<file path="src/rtl/mmio_bus_fabric.sv">
// CPU-side request/ready port fanned out to one RAM slot and NUM_IO register-mapped peripherals,
// with device wait states, registered read data, unmapped-address errors and a stall watchdog.
module mmio_bus_fabric #(
  parameter int                    ADDR_WIDTH     = 8,
  parameter int                    DATA_WIDTH     = 8,
  parameter logic [ADDR_WIDTH-1:0] IO_BASE        = 8'hF0,
  parameter int                    NUM_IO         = 3,
  parameter int                    REG_BITS       = 2,
  parameter int                    TIMEOUT_CYCLES = 16
) (
  input  logic                         clk,
  input  logic                         reset,
  input  logic                         cpuReq,
  input  logic                         cpuWriteEnable,
  input  logic [ADDR_WIDTH-1:0]        cpuAddress,
  input  logic [DATA_WIDTH-1:0]        cpuWriteData,
  output logic [DATA_WIDTH-1:0]        cpuData,
  output logic                         cpuReady,
  output logic                         cpuError,
  output logic [ADDR_WIDTH-1:0]        devAddress,
  output logic [DATA_WIDTH-1:0]        devWriteData,
  output logic [REG_BITS-1:0]          regSelect,
  output logic                         ramSelect,
  output logic                         ramWriteEnable,
  input  logic [DATA_WIDTH-1:0]        ramData,
  input  logic                         ramReady,
  output logic [NUM_IO-1:0]            ioSelect,
  output logic                         ioWriteEnable,
  input  logic [NUM_IO*DATA_WIDTH-1:0] ioData,
  input  logic [NUM_IO-1:0]            ioReady
);

  localparam int                    CW       = $clog2(TIMEOUT_CYCLES + 1);
  localparam logic [ADDR_WIDTH-1:0] NUM_IO_A = ADDR_WIDTH'(NUM_IO);
  localparam logic [CW-1:0]         CNT_LAST = CW'(TIMEOUT_CYCLES - 1);

  typedef enum logic [1:0] {S_IDLE, S_ACCESS, S_RESP} state_t;

  state_t                  r_state, w_state_next;
  logic [ADDR_WIDTH-1:0]   r_addr, w_addr_next;
  logic [DATA_WIDTH-1:0]   r_wdata, w_wdata_next;
  logic [REG_BITS-1:0]     r_reg_sel, w_reg_sel_next;
  logic                    r_we, w_we_next;
  logic                    r_ram_sel, w_ram_sel_next;
  logic [NUM_IO-1:0]       r_io_sel, w_io_sel_next;
  logic [DATA_WIDTH-1:0]   r_data, w_data_next;
  logic                    r_ready, w_ready_next;
  logic                    r_error, w_error_next;
  logic [CW-1:0]           r_cnt, w_cnt_next;

  // Request decode, evaluated combinationally on the live CPU address
  logic                    w_is_ram;
  logic [ADDR_WIDTH-1:0]   w_off;
  logic [ADDR_WIDTH-1:0]   w_slot;
  logic                    w_io_hit;
  logic [NUM_IO-1:0]       w_io_dec;

  assign w_is_ram = (cpuAddress < IO_BASE);
  assign w_off    = cpuAddress - IO_BASE;
  assign w_slot   = w_off >> REG_BITS;
  assign w_io_hit = !w_is_ram && (w_slot < NUM_IO_A);

  logic [DATA_WIDTH-1:0]   w_slot_rdata [NUM_IO];
  logic [DATA_WIDTH-1:0]   w_io_rdata;
  logic [DATA_WIDTH-1:0]   w_sel_rdata;
  logic                    w_sel_ready;

  genvar gi;
  generate
    for (gi = 0; gi < NUM_IO; gi++) begin : g_slot
      assign w_io_dec[gi]     = w_io_hit && (w_slot == ADDR_WIDTH'(gi));
      assign w_slot_rdata[gi] = r_io_sel[gi] ? ioData[gi*DATA_WIDTH +: DATA_WIDTH] : '0;
    end
  endgenerate

  always_comb begin
    w_io_rdata = '0;
    for (int k = 0; k < NUM_IO; k++) begin
      w_io_rdata = w_io_rdata | w_slot_rdata[k];
    end
  end

  // Only the selected slot's ready and data matter; the others are masked out
  assign w_sel_rdata = r_ram_sel ? ramData : w_io_rdata;
  assign w_sel_ready = (r_ram_sel & ramReady) | (|(r_io_sel & ioReady));

  always_comb begin
    w_state_next   = r_state;
    w_addr_next    = r_addr;
    w_wdata_next   = r_wdata;
    w_reg_sel_next = r_reg_sel;
    w_we_next      = r_we;
    w_ram_sel_next = r_ram_sel;
    w_io_sel_next  = r_io_sel;
    w_data_next    = r_data;
    w_ready_next   = 1'b0;
    w_error_next   = 1'b0;
    w_cnt_next     = r_cnt;

    case (r_state)
      S_IDLE: begin
        w_cnt_next = '0;
        if (cpuReq) begin
          w_addr_next    = cpuAddress;
          w_wdata_next   = cpuWriteData;
          w_reg_sel_next = cpuAddress[REG_BITS-1:0];
          w_we_next      = cpuWriteEnable;
          if (w_is_ram || w_io_hit) begin
            w_ram_sel_next = w_is_ram;
            w_io_sel_next  = w_io_dec;
            w_state_next   = S_ACCESS;
          end else begin
            w_ready_next = 1'b1;
            w_error_next = 1'b1;
            if (!cpuWriteEnable) w_data_next = '1;
            w_state_next = S_RESP;
          end
        end
      end

      S_ACCESS: begin
        // Ready is checked before the watchdog so a last-cycle ready still succeeds
        if (w_sel_ready) begin
          if (!r_we) w_data_next = w_sel_rdata;
          w_ram_sel_next = 1'b0;
          w_io_sel_next  = '0;
          w_ready_next   = 1'b1;
          w_state_next   = S_RESP;
        end else if (r_cnt == CNT_LAST) begin
          if (!r_we) w_data_next = '1;
          w_ram_sel_next = 1'b0;
          w_io_sel_next  = '0;
          w_ready_next   = 1'b1;
          w_error_next   = 1'b1;
          w_state_next   = S_RESP;
        end else begin
          w_cnt_next = r_cnt + 1'b1;
        end
      end

      S_RESP: begin
        w_cnt_next   = '0;
        w_state_next = S_IDLE;
      end

      default: begin
        w_ram_sel_next = 1'b0;
        w_io_sel_next  = '0;
        w_cnt_next     = '0;
        w_state_next   = S_IDLE;
      end
    endcase
  end

  always_ff @(posedge clk) begin
    if (reset) begin
      r_state   <= S_IDLE;
      r_addr    <= '0;
      r_wdata   <= '0;
      r_reg_sel <= '0;
      r_we      <= 1'b0;
      r_ram_sel <= 1'b0;
      r_io_sel  <= '0;
      r_data    <= '0;
      r_ready   <= 1'b0;
      r_error   <= 1'b0;
      r_cnt     <= '0;
    end else begin
      r_state   <= w_state_next;
      r_addr    <= w_addr_next;
      r_wdata   <= w_wdata_next;
      r_reg_sel <= w_reg_sel_next;
      r_we      <= w_we_next;
      r_ram_sel <= w_ram_sel_next;
      r_io_sel  <= w_io_sel_next;
      r_data    <= w_data_next;
      r_ready   <= w_ready_next;
      r_error   <= w_error_next;
      r_cnt     <= w_cnt_next;
    end
  end

  assign cpuData        = r_data;
  assign cpuReady       = r_ready;
  assign cpuError       = r_error;
  assign devAddress     = r_addr;
  assign devWriteData   = r_wdata;
  assign regSelect      = r_reg_sel;
  assign ramSelect      = r_ram_sel;
  assign ioSelect       = r_io_sel;
  assign ramWriteEnable = r_we & r_ram_sel;
  assign ioWriteEnable  = r_we & (|r_io_sel);

endmodule

</file>
<file path="config.mk">
export PLATFORM = sky130hd
export DESIGN_NAME = mmio_bus_fabric
export DESIGN_NICKNAME = d
export VERILOG_FILES = /design/src/rtl/mmio_bus_fabric.sv
export SDC_FILE = /design/constraint.sdc
export NUM_CORES = 1
export LEC_CHECK = 0
export BUFFER_PORTS_ARGS = -buffer_cell sky130_fd_sc_hd__buf_2
export CAP_MARGIN = 20
export CORE_AREA = 2 2 66 68
export DETAILED_ROUTE_END_ITERATION = 16
export DIE_AREA = 0 0 68 70
export PLACE_DENSITY = 0.79
export SYNTH_ARGS = -nofsm -noshare
export SYNTH_HDL_FRONTEND = slang
export SYNTH_SLANG_ARGS = --single-unit
</file>
<file path="constraint.sdc">
create_clock -name clk -period 2 [get_ports clk]
set_input_delay 0.1 -clock clk [delete_from_list [all_inputs] [get_ports clk]]
set_output_delay 0.1 -clock clk [all_outputs]
set_load 0.01 [all_outputs]
</file>
### Word-level counts from Yosys, hierarchy flattened

Index checks and enable logic that the tools add are counted.

* add/sub/neg operators: 2
* order comparisons: 2
* bitwise operators: 11
* reduce and logical (&&, ||, !) cells: 17
* equal/unequal tests: 12
* mux-type cells: 34

Operators by type and width (count)
* 2-to-1 mux 8 bit: 11
* OR 8 bit: 2
* one-hot mux 8 bit (2 select lines): 1
* 2-to-1 mux 3 bit: 4
* 2-to-1 mux 1 bit: 9
* inequality test 3 bit, second input constant: 3
* one-hot mux 3 bit (3 select lines): 1
* logical NOT 8 bit: 1
* less-than comparator 8 bit, second input constant: 1
* 2-to-1 mux 2 bit: 4
* inequality test 2 bit, second input constant: 4
* subtractor 8 bit, second input constant: 1
* AND reduction 7 bit: 1
* equality test 6 x 1 -> 1 bit, second input constant: 1
* equality test 6 x 2 -> 1 bit, second input constant: 1
* less-than comparator 6 x 2 -> 1 bit, second input constant: 1
* AND reduction 2 bit: 3
* OR reduction 3 bit: 2
* adder 5 x 1 -> 5 bit, second input constant: 1
* equality test 5 x 4 -> 1 bit, second input constant: 1
* logical AND 1 bit: 4
* NOT 1 bit: 4
* one-hot mux 1 bit (2 select lines): 2
* one-hot mux 2 bit (2 select lines): 1
* 12 further kinds: 14

* output and inout port bits: 34
* flip-flop bits (word level): 40
* input port bits: 56
* logic and storage cells: 89

### Depth between registers and ports, before layout

Gate-level depths: netlist of run 1.

* word-level depth: 7
* mapped depth: 6
* gate-level depth less buffers: 6

### Worst setup path before layout of run 1

Ideal clock, no wire load.

* kind: reg2reg
* start point: register r_cnt[0]
* end point: register r_data[0], in the netlist cpuData[0]
* path buffers: 0
* period minus slack after synthesis: 1.827 ns
* path slack: 0.173 ns
* required time: 1.843 ns
* library setup time: 0.157 ns
* stages on the path, launching flop included: 7
* data arrival time: 1.670 ns
* cell sequence: dfxtp_1 -> ha_1 -> and3_1 -> ha_1 -> nor3_2 -> o32a_4 -> a221oi_2

* cells in the longest elaborated chain, start to end: 3
* elaborated cells on any way between the ends: 4
* those cells by class: eq/ne (3); reduce/logical (1)

Ends and longest elaborated chain
* from (decl): line 49 `logic [CW-1:0] r_cnt, w_cnt_next;`
* from (signal assigned): line 179 `r_cnt <= w_cnt_next;`
* equality test 5 x 4 -> 1 bit *: line 129 `end else if (r_cnt == CNT_LAST) begin`
* inequality test 3 bit (no line)
* AND reduction 7 bit (no line) *
* to (signal assigned): line 176 `r_data <= w_data_next;`
* to (decl): line 46 `logic [DATA_WIDTH-1:0] r_data, w_data_next;`

Every way passes the cells marked *; elsewhere a longest branch is shown, timed or not.
A chain may end at the register's enable or synchronous reset.

### Worst setup path after layout of run 1

* start point: register r_cnt[0]
* end point: register r_io_sel[2], in the netlist ioSelect[2]

* cells in the longest elaborated chain, start to end: 3

Ends and longest elaborated chain
* equality test 5 x 4 -> 1 bit: line 129
* inequality test 3 bit (no line)
* AND reduction 4 bit (no line)
* to (signal assigned): line 175 `r_io_sel <= w_io_sel_next;`
* to (decl): line 45 `logic [NUM_IO-1:0] r_io_sel, w_io_sel_next;`

Every way passes these cells.

==> results by group, run 1 <==
Pwr
  – Sequential share of power: 46.5%
  – Maximum VDD drop: 0.642 mV
  – Clock power frac: 37.0%
  – Internal: 0.00129 W
  – PwrDens: 728 nW/µm²
  – Net Sw Power: 0.000454 W
  – Static Leak: 1.10 nW
  – Sw frac: 26.0%
  – Logic pwr share: 16.5%

Routing
  – DR iter-0 viols: 64
  – Wire per inst: 12.8 µm
  – Number of nets still failing antenna checks after routing: 0
  – Post-Route WL: 4500 µm
  – Drt drc: 0
  – Vias after detailed routing: 1764
  – First-pass DRT Iterations: 4
  – Vias/cell: 5.03

Synthesis
  – Synth area leaders: dfxtp_1, nand2_1, a21oi_1, a221oi_2, a22oi_1
  – Post-Syn Instances: 204
  – Yosys cell types: 39
  – Post-synthesis net count: 262
  – Seq cells post-synth: 38
  – Post-synthesis sequential area ratio: 43.5%
  – Post-Syn Area: 1750 µm²
  – Top cell type's share of synthesized area: 43.5%
  – Top cell type by total area after synthesis: dfxtp_1
  – Avg Cell Area, Syn: 8.57 µm²
  – Post-synth EDFFs: 0
  – Synth async-reset ratio: 0%
  – Top_reg_cell synth: dfxtp_1
  – Synth warnings: 0

Critical path
  – CP Cell Sequence: ha_1, and3_1, ha_1, o41a_1, a211oi_4, a22o_1
  – CP Data Required Time: 2.23 ns
  – Critical Path Most Common Cell: ha_1
  – Crit Path Class: reg2reg
  – Worst stage delay on the critical path: 0.45 ns
  – Worst-path fanout max: 4
  – CP arrival: 2.13 ns
  – Crit path buffers/inverters: 0
  – Reg2Reg Depth: 6
  – Top delay family on crit path: compound AO/OA/AOI/OAI gates
  – Critical path's slowest cell: o41a_1
  – Startpoint Class: flip-flop
  – Crit path depth: 6
  – Critical path endpoint category: flip-flop

Cells and area
  – FILL cells: 377
  – Most frequent cells in the layout: buf_2, nand2_1, dfxtp_1, a21oi_1
  – Area added between synthesis and finish: 37.1%
  – Most common cell after layout, fill and taps aside: buf_2
  – Diodes inserted: 0
  – Post-route insts no fill: 351
  – Final net count: 356
  – Final design area excluding fillers: 2400 µm²
  – Layout cells sized above 1: 40.1%

CTS
  – CTS root buffer: clkbuf_8
  – Max clock buf depth: 2
  – CTS tree: built
  – Worst-path clk slew: 0.08 ns
  – # clock sinks: 38
  – H-tree depth: 2
  – Clock latency on the worst-skew pair: 0.29 ns
  – CTS buffer count: 5
  – Post-CTS setup buffers: 0

STA
  – Clock Skew: 0.00463 ns
  – Worst Tran Pin Value: 0.692 ns
  – Setup_tns: 0 ns
  – RSZ-0062 raised after global routing: false
  – Tmin final: 1.90 ns
  – Slew Limit Headroom: 53.7%
  – F_max: 0.527 GHz
  – Period utilisation layout: 94.9%
  – Hold slack final: 0.0444 ns
  – Endpoints failing setup: 0
  – Final Hold Fails: 0
  – Final Max Slew Viols: 0

Global route
  – Total Routing Usage GR: 19.7%
  – First-pass GRT wire length: 7360 µm
  – Initial antenna violation count: 0
  – Largest net degree at the start of global routing: 19
  – Vias in the first global route: 1734
  – Total gr overflow: 0

Placement
  – Placed inst area: 2280 µm²
  – Post-DP HPWL: 3380 µm
  – IO buf count: 89
  – Gpl congestion: 0.859
  – Placed cells: 343

Floorplan
  – Initial cell density of the core: 42.2%
  – Row cnt: 24
  – Die area: 4760 µm²
  – Die height: 70 µm
  – Die width: 68 µm
  – Ports: 90
  – CORE AREA: 4140 µm²

Outcome
  – Status: finished, final reports clean

Job
  – Max Cap Violations: 0

Min path
  – WHS Path Cells: 3
  – Worst hold path class: in2reg
==> cells by family after synthesis <==
| family | count (synthesis) | synth area share (%) |
|---|---|---|
| xor gates and xnor gates | 3 | 1.50 |
| buffers and inverters | 24 | 6.08 |
| muxes | 1 | 0.572 |
| AOI/OAI and AO/OA | 63 | 27.6 |
| DFF | 38 | 43.5 |
| adders and majority gates | 2 | 1.43 |
| and+or+nand+nor | 73 | 19.3 |
==> cell usage after synthesis, drive strengths merged (3+ instances only) <==
master and number:
inv 11, a221oi 8, nor2 11, a21oi 25, clkbuf 8, dfxtp 38, buf 5, and2 3
xnor2 3, a22o 4, nand2 43, a22oi 8, nor4 3, o21ai 8
==> final timing paths <==
path	slack (ns)	to	startpoint
min	0.04	devWriteData[7]	cpuWriteData[7]
min reg2reg	0.46	devWriteData[7]	devWriteData[7]
max	0.10	ioSelect[2]	r_cnt[0]
max reg2reg	0.10	ioSelect[2]	r_cnt[0]
==> metal layers <==
metal | global-route usage, % | part of all wire (%)
met5 | 0 | 0
met4 | 4.67 | 0.29
met3 | 4.35 | 6.8
met2 | 33.1 | 47
met1 | 25.2 | 46
==> state kept, by name, indices dropped and copies added (netlist names) <==
name and flops:
cpuData 8, ioSelect 3, r_cnt 5, r_state 2
devWriteData 8, r_we 1, cpuError 1, ramSelect 1
devAddress 8, cpuReady 1
==> what timing repair did <==
item,4_1_cts,5_1_grt
endpoints found under the setup margin,0,4
hold buffers,0,0
resized for setup,0,1
==> power groups by stage <==
stage | registers, W | logic, W | clock network [W]
2_1_floorplan | 0.000843 | 0.000146 | 0
3_3_place_gp | 0.000828 | 0.000281 | 0
3_5_place_dp | 0.000830 | 0.000287 | 0
4_1_cts | 0.000812 | 0.000288 | 0.000661
5_1_grt | 0.000818 | 0.000322 | 0.000695
6_report | 0.000812 | 0.000288 | 0.000645
==> per-stage QoR <==
stage | util [%] | setup WS, ns | power, W
global route | 57.9 | 0.0157 | 0.00184
detailed placement | 55.0 | 0.101 | 0.00112
finish | 57.9 | 0.102 | 0.00175
global placement | 55.0 | 0.165 | 0.00111
CTS | 57.7 | 0.0849 | 0.00176
floorplan | - | 0.173 | 0.000990
==> tightest hold or removal path: cells and delay by family <==
kind,cells,cell delay (ns)
AND/OR/NAND/NOR,1,0.04
buffers and inverters,1,0.10
AO/OA/AOI/OAI,1,0.05
==> cell type report <==
class	count	area [µm²]	share of cell area, %
Clock buffer	5	68.8	2.87
Clock inverter	3	45.0	1.88
Inverter	11	41.3	1.72
Multi-Input combinational cell	142	890	37.1
Sequential cell	38	761	31.7
Tap cell	52	65.1	2.71
Timing Repair Buffer	100	528	22.0
(Power assumes the default switching activity.)
==> run 2: changes to the inputs <==
Settings changed: CAP_MARGIN 20 to 5, RECOVER_POWER set to 25, SLEW_MARGIN set to 20.
==> run 2 against run 1 <==
  * Total power down 0.21%
  * Routed wire length up 0.47%
  * Largest cell class unchanged
  * Hold slack about the same
  * Setup slack better by 0.00099 ns
  * Sequential share of layout area up 0.28 points
  * Maximum frequency about the same
==> results by group, run 2 (same netlist as run 1, synthesis figures left out) <==
Outcome
  – Status: finished, final reports clean

Critical path
  – R2R Path Start: r_cnt[0]
  – Internal reg-to-reg setup slack: 0.10 ns (about the same)
  – Critical path endpoint category: flip-flop
  – Reg2reg end: ioSelect[2]
  – Crit Path Class: reg2reg
  – Reg2Reg Depth: 6 (unchanged)
  – Critical Path Most Common Cell: ha_1
  – Critical path's slowest cell: o41a_1
  – CP Data Required Time: 2.23 ns (about the same)
  – CP Cell Sequence: ha_1, and3_1, ha_1, o41a_1, a211oi_4, a22o_1
  – Worst-path fanout max: 4 (unchanged)
  – Worst stage delay on the critical path: 0.45 ns (about the same)
  – Startpoint Class: flip-flop
  – CP arrival: 2.13 ns (about the same)

Placement
  – Post-DP HPWL: 3380 µm (unchanged)
  – Placed inst area: 2280 µm² (unchanged)
  – IO buf count: 89 (unchanged)
  – Place WS: 0.101 ns (unchanged)
  – Placed cells: 343 (unchanged)
  – Gpl congestion: 0.859 (unchanged)

CTS
  – H-tree depth: 2 (unchanged)
  – Worst-path clk slew: 0.08 ns (about the same)
  – # clock sinks: 38 (unchanged)
  – CTS buffer count: 5 (unchanged)
  – CTS tree: built
  – Post-CTS setup buffers: 0 (unchanged)
  – Clock latency on the worst-skew pair: 0.29 ns (about the same)
  – CTS root buffer: clkbuf_8
  – Max clock buf depth: 2 (unchanged)

Cells and area
  – Area added between synthesis and finish: 35.9%
  – Final design area excluding fillers: 2380 µm² (-0.89%)
  – Layout cells sized above 1: 34.4% (-5.7 points)
  – Most common cell after layout, fill and taps aside: buf_2
  – Most frequent cells in the layout: buf_2, nand2_1, dfxtp_1, a21oi_1, clkbuf_1
  – Final net count: 356 (unchanged)
  – FILL cells: 387 (+2.7%)
  – Post-route insts no fill: 351 (unchanged)
  – Diodes inserted: 0 (unchanged)

Min path
  – WHS Path Cells: 3 (unchanged)
  – Worst hold path class: in2reg
  – Min-delay src: cpuWriteData[7]
  – Hold worst-path end: devWriteData[7]

Global route
  – Initial antenna violation count: 0 (unchanged)
  – Total Routing Usage GR: 19.7% (unchanged)
  – First-pass GRT wire length: 7360 µm (unchanged)
  – Vias in the first global route: 1734 (unchanged)
  – Largest net degree at the start of global routing: 19 (unchanged)
  – Total gr overflow: 0 (unchanged)

Floorplan
  – Initial cell density of the core: 42.2% (unchanged)
  – Row cnt: 24 (unchanged)
  – Ports: 90 (unchanged)
  – Die area: 4760 µm² (unchanged)
  – Die width: 68 µm (unchanged)
  – CORE AREA: 4140 µm² (unchanged)
  – Die height: 70 µm (unchanged)

STA
  – Final Hold Fails: 0 (unchanged)
  – Setup WS post-layout: 0.103 ns (+0.000990 ns)
  – Tmin final: 1.90 ns (-0.000990 ns)
  – Setup_tns: 0 ns (unchanged)
  – Final Max Slew Viols: 0 (unchanged)
  – Period utilisation layout: 94.9% (about the same)
  – Endpoints failing setup: 0 (unchanged)
  – RSZ-0062 raised after global routing: false
  – Worst Tran Pin Value: 0.690 ns (-0.00182 ns)
  – Clock Skew: 0.00459 ns (-0.0000381 ns)
  – F_max: 0.527 GHz (about the same)
  – Slew Limit Headroom: 53.8% (+0.12 points)

Pwr
  – Maximum VDD drop: 0.643 mV (+0.26%)
  – Pwr Total: 0.00174 W (-0.21%)
  – Internal: 0.00129 W (-0.31%)
  – Clock power frac: 37.0% (about the same)
  – PwrDens: 733 nW/µm² (+0.68%)
  – Sequential share of power: 46.7% (+0.2 points)
  – Sw frac: 26.1% (+0.074 points)
  – Logic pwr share: 16.3% (-0.2 points)
  – Net Sw Power: 0.000454 W (about the same)
  – Static Leak: 1.03 nW (-6.5%)

Routing
  – Post-Route WL: 4520 µm (+0.47%)
  – Drt drc: 0 (unchanged)
  – Vias/cell: 5.02 (-0.17%)
  – Number of nets still failing antenna checks after routing: 0 (unchanged)
  – First-pass DRT Iterations: 4 (unchanged)
  – DR iter-0 viols: 68 (+6.3%)
  – Wire per inst: 12.9 µm (+0.47%)
  – Vias after detailed routing: 1761 (-0.17%)

Job
  – Max Cap Violations: 0 (unchanged)
==> run 2: area by class of cell <==
cell class | instances | area (µm²) | share of cell area (%)
multi-input combinational | 142 | 890 | 37.4
timing repair buffer | 100 | 507 | 21.3
clock buffer | 5 | 68.8 | 2.89
tap | 52 | 65.1 | 2.74
inverter | 11 | 41.3 | 1.74
sequential | 38 | 761 | 32.0
clock inverter | 3 | 45.0 | 1.89
==> run 2: power groups by stage <==
stage	Combinational [W]	Clock (W)	Sequential, W
6_report	0.000284	0.000645	0.000813
3_5_place_dp	0.000287	0	0.000830
4_1_cts	0.000288	0.000661	0.000812
3_3_place_gp	0.000281	0	0.000828
2_1_floorplan	0.000146	0	0.000843
5_1_grt	0.000318	0.000695	0.000819
==> run 2: critical path, delay by kind of cell, from the launching register on <==
kind	cells	cell delay [ns]
AO/OA/AOI/OAI	3	0.92
adder cells (fa/ha/maj)	2	0.42
flip-flops	1	0.34
AND/OR/NAND/NOR	1	0.18
==> run 2: worst max-delay path by stage <==
stage | start | end
after floorplan | r_cnt[0] | cpuData[0]
after global placement | r_cnt[0] | ioSelect[0]
after detailed placement | r_cnt[0] | ioSelect[2]
after CTS | r_cnt[0] | ioSelect[2]
after global routing | r_cnt[0] | ioSelect[0]
final | r_cnt[0] | ioSelect[2]
==> run 2: what timing repair did <==
action / in CTS / in global routing
setup endpoints to repair: 0 / 4
resized for setup: 0 / 1
hold buffers: 0 / 0
==> run 2: routing by layer <==
layer / up-vias / routed length (µm) / GRT usage, %
met5: - / 0 / 0
met4: 0 / 13 / 4.67
met3: 2 / 331 / 4.35
met2: 69 / 2130 / 33.1
met1: 783 / 2050 / 25.2
li1: 907 / - / -
==> run 2: through the flow <==
stage / util [%] / hold WS, ns
CTS: 57.7 / 0.0348
global placement: 55.0 / 0.340
floorplan: - / 0.236
finish: 57.4 / 0.0440
global route: 57.4 / 0.0324
detailed placement: 55.0 / 0.345
